## src/rtl/gcd_unit_multimode.sv

```systemverilog
`default_nettype none
// ============================================================================
// Module   : gcd_unit_multimode
// Purpose  : Parametrised GCD engine with a per-transaction choice between
//            Euclid subtract-swap and binary (Stein) algorithms. It also
//            reports how many compute cycles each result took, saturating at
//            the top of the count range.
//
// Ports    : clk                 - clock, all state updates on rising edge
//            reset               - asynchronous active-high reset
//            operands_bits_A/B   - W-bit unsigned operands
//            operands_mode       - 0 = Euclid subtract-swap, 1 = Stein
//            operands_val/rdy    - operand handshake (rdy high only in IDLE)
//            result_bits_data    - W-bit GCD result
//            result_bits_cycles  - CW-bit compute-cycle count, saturating
//            result_val/rdy      - result handshake (val high only in DONE)
//
// Revision : 1.0 - initial release
// ============================================================================
module gcd_unit_multimode #(
    parameter int W  = 16,
    parameter int CW = 8
) (
    input  logic          clk,
    input  logic          reset,
    input  logic [W-1:0]  operands_bits_A,
    input  logic [W-1:0]  operands_bits_B,
    input  logic          operands_mode,
    input  logic          operands_val,
    output logic          operands_rdy,
    output logic [W-1:0]  result_bits_data,
    output logic [CW-1:0] result_bits_cycles,
    output logic          result_val,
    input  logic          result_rdy
);

    // Common power-of-two exponent k needs to reach at most W-1.
    localparam int             c_KW        = $clog2(W) + 1;
    localparam logic [1:0]     c_ST_IDLE   = 2'd0;
    localparam logic [1:0]     c_ST_CALC   = 2'd1;
    localparam logic [1:0]     c_ST_DONE   = 2'd2;
    localparam logic [CW-1:0]  c_CNT_MAX   = '1;
    localparam logic [CW-1:0]  c_CNT_ONE   = CW'(1);
    localparam logic [c_KW-1:0] c_K_ONE    = c_KW'(1);

    logic [1:0]      r_state;
    logic [W-1:0]    r_a;
    logic [W-1:0]    r_b;
    logic            r_mode;
    logic [c_KW-1:0] r_k;
    logic [CW-1:0]   r_cnt;
    logic [W-1:0]    r_data;
    logic [CW-1:0]   r_cycles;

    logic [1:0]      w_state_nxt;
    logic [W-1:0]    w_a_nxt;
    logic [W-1:0]    w_b_nxt;
    logic            w_mode_nxt;
    logic [c_KW-1:0] w_k_nxt;
    logic [CW-1:0]   w_cnt_nxt;
    logic [W-1:0]    w_data_nxt;
    logic [CW-1:0]   w_cycles_nxt;
    logic [CW-1:0]   w_cnt_inc;
    logic            w_term;
    logic [W-1:0]    w_res;

    // Outputs are decoded from state or come straight from registers, so
    // neither handshake output depends combinationally on an input.
    assign operands_rdy       = (r_state == c_ST_IDLE);
    assign result_val         = (r_state == c_ST_DONE);
    assign result_bits_data   = r_data;
    assign result_bits_cycles = r_cycles;

    // Saturating increment of the compute-cycle counter.
    assign w_cnt_inc = (r_cnt == c_CNT_MAX) ? r_cnt : (r_cnt + c_CNT_ONE);

    always_ff @(posedge clk or posedge reset) begin
        if (reset) begin
            r_state  <= c_ST_IDLE;
            r_a      <= '0;
            r_b      <= '0;
            r_mode   <= 1'b0;
            r_k      <= '0;
            r_cnt    <= '0;
            r_data   <= '0;
            r_cycles <= '0;
        end else begin
            r_state  <= w_state_nxt;
            r_a      <= w_a_nxt;
            r_b      <= w_b_nxt;
            r_mode   <= w_mode_nxt;
            r_k      <= w_k_nxt;
            r_cnt    <= w_cnt_nxt;
            r_data   <= w_data_nxt;
            r_cycles <= w_cycles_nxt;
        end
    end

    always_comb begin
        w_state_nxt  = r_state;
        w_a_nxt      = r_a;
        w_b_nxt      = r_b;
        w_mode_nxt   = r_mode;
        w_k_nxt      = r_k;
        w_cnt_nxt    = r_cnt;
        w_data_nxt   = r_data;
        w_cycles_nxt = r_cycles;
        w_term       = 1'b0;
        w_res        = '0;

        case (r_state)
            c_ST_IDLE: begin
                // operands_rdy is implied by being in IDLE.
                if (operands_val) begin
                    w_a_nxt     = operands_bits_A;
                    w_b_nxt     = operands_bits_B;
                    w_mode_nxt  = operands_mode;
                    w_k_nxt     = '0;
                    w_cnt_nxt   = '0;
                    w_state_nxt = c_ST_CALC;
                end
            end

            c_ST_CALC: begin
                w_cnt_nxt = w_cnt_inc;
                if (!r_mode) begin
                    // Euclid subtract-swap: keep A >= B, subtract until B hits 0.
                    if (r_a < r_b) begin
                        w_a_nxt = r_b;
                        w_b_nxt = r_a;
                    end else if (r_b != '0) begin
                        w_a_nxt = r_a - r_b;
                    end else begin
                        w_term = 1'b1;
                        w_res  = r_a;
                    end
                end else begin
                    // Stein: strip common factors of two into k, then reduce
                    // odd operands by subtraction; re-apply 2^k at the end.
                    if (r_a == '0) begin
                        w_term = 1'b1;
                        w_res  = r_b << r_k;
                    end else if (r_b == '0) begin
                        w_term = 1'b1;
                        w_res  = r_a << r_k;
                    end else if (!r_a[0] && !r_b[0]) begin
                        w_a_nxt = r_a >> 1;
                        w_b_nxt = r_b >> 1;
                        w_k_nxt = r_k + c_K_ONE;
                    end else if (!r_a[0]) begin
                        w_a_nxt = r_a >> 1;
                    end else if (!r_b[0]) begin
                        w_b_nxt = r_b >> 1;
                    end else if (r_a >= r_b) begin
                        w_a_nxt = r_a - r_b;
                    end else begin
                        w_b_nxt = r_b - r_a;
                    end
                end

                if (w_term) begin
                    // The reported count includes this terminating cycle.
                    w_data_nxt   = w_res;
                    w_cycles_nxt = w_cnt_inc;
                    w_state_nxt  = c_ST_DONE;
                end
            end

            c_ST_DONE: begin
                if (result_rdy) begin
                    w_state_nxt = c_ST_IDLE;
                end
            end

            default: begin
                w_state_nxt = c_ST_IDLE;
            end
        endcase
    end

endmodule
`default_nettype wire

```

## config.mk

```make
export PLATFORM = sky130hd
export DESIGN_NAME = gcd_unit_multimode
export DESIGN_NICKNAME = d
export VERILOG_FILES = /design/src/rtl/gcd_unit_multimode.sv
export SDC_FILE = /design/constraint.sdc
export NUM_CORES = 1
export LEC_CHECK = 0
export CAP_MARGIN = 20
export CORE_UTILIZATION = 53
export CTS_CLUSTER_DIAMETER = 100
export DETAILED_ROUTE_END_ITERATION = 8
export GPL_TIMING_DRIVEN = 0
export PLACE_DENSITY = 0.8
export SYNTH_ARGS = -nofsm -noshare
export SYNTH_HDL_FRONTEND = slang
export SYNTH_SLANG_ARGS = --single-unit
```

## constraint.sdc

```tcl
create_clock -name clk -period 2.76 [get_ports clk]
set_input_delay 0.828 -clock clk [delete_from_list [all_inputs] [get_ports clk]]
set_output_delay 0.828 -clock clk [all_outputs]
set_load 0.02 [all_outputs]
```

==> results.py <==
metrics = {
    "sta": {
        "rsz0062_at_grt": "yes",
        "min_period_over_period": 1.16,
        "relSlewSlack": 0.469,
        "max_freq_ghz": 0.312,
        "skew_ns": 0.0151,
        "setup_viol": 57,
        "hold_viol": 0,
        "fin_crit_ns": 3.21,
        "drv_slew": 0,
        "worst_slew_pin_slew_ns": 0.797,
        "holdWs_ns": 0.474,
        "fin_ws_ns": -0.447,
    },
    "yosys": {
        "synth_cell_types": 70,
        "ys_seq_area_frac": 0.276,
        "ys_seq_elements": 72,
        "netlist_area_mm2": 0.00653,
        "ys.flop_type": "dfrtp_1",
        "ys_async_sr_fraction": 1.00,
        "synth_cells": 808,
        "avgSynthCellArea_um2": 8.08,
        "yosysWarningCount": 0,
        "syn_nets": 881,
        "synth_edf_count": 0,
    },
    "pwr": {
        "p_switching_mw": 7.35,
        "switching_share": 0.512,
        "p_leak_nw": 3.73,
        "seq_power_share": 0.147,
        "power_frac_clock": 0.076,
        "intPower_mw": 7.00,
        "power_density_mw_per_mm2": 1590,
        "power.share.combinational": 0.777,
        "vdd_drop_max_uv": 1190,
    },
    "cts": {
        "clk_latency_ns": 0.36,
        "clockBufferDepth": 2,
        "cts_buffers": 9,
        "h-tree-depth": 3,
        "clockRootBuffer": "clkbuf_16",
        "cts_tree": "yes",
        "cts.sinks": 72,
        "path_clk_slew_ns": 0.07,
    },
    "min_path": {
        "worstHoldEndpoint": "result_bits_data[2]$_DFFE_PP0P_",
        "hold_class": "reg -> reg",
        "worstHoldStart": "result_bits_data[2]$_DFFE_PP0P_",
        "hold_depth": 2,
    },
    "setup_path": {
        "slowest_delay_ns": 0.42,
        "worst_path_max_delay_cell": "or4_1",
        "cp_top_family": "compound AO/OA/AOI/OAI gates",
        "worstPathArrival_ns": 3.51,
        "worst-path-buf-inv": 3,
        "crit_chain": "clkbuf_8, inv_6, ha_4, inv_2, fa_2, a211oi_4, o211ai_4, a211oi_4, o21ai_4, nand2b_4, or4_1, a31oi_1, mux2_4",
        "end_kind": "flip-flop",
        "cp-start-kind": "flip-flop",
        "r2r.worst_path.cells": 13,
        "cp_common_cell": "a211oi_4",
        "r2r-start": "r_a[0]$_DFFE_PP0P_",
        "path_class": "reg -> reg",
        "rrSetupSlack_ns": -0.45,
        "r2r-end": "r_b[15]$_DFFE_PP0P_",
        "cp_data_required_time_ns": 3.06,
        "path_max_fanout": 8,
    },
    "finish": {
        "nets": 1022,
        "fin_cells": 1100,
        "layout-drive-gt1-share": 0.251,
        "syn2layout_area_growth_pct": 38.1,
        "fillerInstances": 858,
        "antenna_cells": 0,
        "finish.utilization": 0.750,
    },
    "global_route": {
        "grt_pass1_wl_mm": 36.5,
        "grt_pass1_vias": 6673,
        "gr-total-overflow": 0,
        "antenna_found_initial": 0,
        "grt_usage": 0.377,
        "grt_max_degree": 45,
    },
    "die": {
        "core-area_mm2": 0.0120,
        "ios": 63,
        "rows": 40,
        "die_h_um": 113,
        "start_util": 0.543,
        "dieArea_mm2": 0.0128,
        "fp.dieW_um": 113,
    },
    "placed_design": {
        "routabilityCongestion": 0.970,
        "dpl.hpwl_mm": 16.5,
        "dp_slack_ns": -1.09,
        "portBuffers": 62,
        "place_inst": 1018,
    },
    "route": {
        "vias_per_cell": 6.93,
        "drc_errors": 0,
        "wire_per_inst_um": 23.5,
        "firstDrtPassIters": 8,
        "maxUsedRoutingLayer": "met4",
        "first_iter_violations": 970,
        "drt-total-wl_mm": 25.8,
        "drtAntennaViolNets": 0,
        "wl_met2_mm": 11.0,
        "wl_met1_mm": 9.53,
        "route.met3.wl_mm": 3.48,
        "vias": 7618,
    },
    "run_status": {
        "failed_checks": "negative setup slack",
        "run_status": "finished with violations",
    },
    "job": {
        "drv_cap": 0,
    },
}
[metrics by stage]
stage          TNS [ns]  power, mW  area (um^2)
2_1_floorplan   -0.0356       7.80         6560
3_3_place_gp    -127.19       9.76         7370
3_5_place_dp     -46.16       9.83         7400
4_1_cts          -10.81       12.1         8180
5_1_grt          -17.19       14.9         9010
6_report         -13.80       14.3         9010
[kinds of logic after synthesis]
logic type	Yosys count	share of synthesized area
compound gates	275	0.287
simple gates	256	0.187
buf+inv	107	0.0694
flops	72	0.276
fa+ha+maj	36	0.0713
xor+xnor	31	0.0416
mux	31	0.0675
[layout by cell type, fill, tap and decap left out, types with 14 or more instances in the layout]
cell / n
buf_4: 53
mux2i_1: 15
ha_1: 31
xnor2_1: 23
buf_6: 17
dfrtp_1: 58
nor2_1: 79
o21ai_0: 43
a31oi_1: 15
a221o_1: 15
inv_1: 37
dfrtp_2: 14
nand2_1: 61
clkdlybuf4s50_1: 62
clkbuf_1: 26
a21oi_1: 65
[worst max path at each step]
stage                        from                           endpoint  slack (ns)  depth (start not counted)
2_1_floorplan  r_a[0]$_DFFE_PP0P_                r_b[15]$_DFFE_PP0P_       -0.04                         13
4_1_cts        r_a[0]$_DFFE_PP0P_                r_b[15]$_DFFE_PP0P_       -0.32                         13
3_5_place_dp   r_a[2]$_DFFE_PP0P_  result_bits_cycles[1]$_DFFE_PP0P_       -1.09                         12
3_3_place_gp                reset                r_a[11]$_DFFE_PP0P_       -1.19                          2
5_1_grt        r_a[0]$_DFFE_PP0P_                r_b[15]$_DFFE_PP0P_       -0.47                         13
6_report       r_a[0]$_DFFE_PP0P_                r_b[15]$_DFFE_PP0P_       -0.45                         13
[worst register-to-register path, cell delays in order, from the launching register on]
cell and delay [ns]:
dfrtp_1 0.39, clkbuf_8 0.16, inv_6 0.05, ha_4 0.15, inv_2 0.04, fa_2 0.39
a211oi_4 0.35, o211ai_4 0.18, a211oi_4 0.28, o21ai_4 0.14, nand2b_4 0.20, or4_1 0.42
a31oi_1 0.23, mux2_4 0.18
[final cells by class]
cell class	instances	area, um^2	share of cell area
Tap cell	147	184	0.0204
Clock buffer	11	233	0.0258
Multi-Input combinational cell	629	4780	0.531
Clock inverter	4	22.5	0.00250
Timing Repair Buffer	130	1310	0.145
Sequential cell	72	1820	0.202
Buffer	65	488	0.0542
Inverter	42	169	0.0187
[synth_stat cells, types with 6 or more instances]
library cell  number  share of area
xor2_1             8          0.011
clkbuf_1          36          0.021
o211ai_1           7         0.0081
a21o_1            11          0.013
mux4_2            10          0.035
o21a_1             6         0.0069
xnor2_1           23          0.031
a21oi_1           74          0.057
nand4_1            8         0.0077
ha_1              34          0.065
dfrtp_1           72           0.28
nor4_1             9         0.0086
a221o_1           15          0.023
buf_2             20          0.015
o31ai_1           19          0.022
a211oi_1          15          0.017
nand2_1           64          0.037
a221oi_1          19          0.026
nor2_1            97          0.056
mux2i_1           17          0.026
inv_1             41          0.024
o21ai_0           47          0.036
a31oi_1           16          0.015
nor2b_1            8         0.0077
nand2b_1          14          0.013
nor3_1            16          0.012
nand3_1            8         0.0061
[power groups by stage]
stage | combinational (mW) | clock [mW] | sequential [mW]
after floorplan | 5.98 | 0 | 1.82
after global placement | 7.69 | 0 | 2.07
after detailed placement | 7.75 | 0 | 2.08
after CTS | 8.98 | 1.07 | 2.06
after global routing | 11.7 | 1.13 | 2.11
final | 11.2 | 1.09 | 2.11
[sequential cells by signal, indices dropped and copies added (netlist names)]
name                count
r_state                 2
result_bits_cycles      8
r_mode                  1
r_k                     5
r_cnt                   8
result_bits_data       16
r_b                    16
r_a                    16
[layer usage]
metal,GRT usage,up-vias
met5,0,-
met4,0.184,0
met3,0.0927,194
met2,0.563,614
met1,0.511,3552
li1,-,3258
[timing repair]
item	CTS	global route
resized for setup	80	132
setup buffers	24	35
setup endpoints to repair	58	57
gates cloned	2	5
hold buffers	0	0
pin swaps	22	27
No activity file was read; power rests on OpenSTA's default activity.
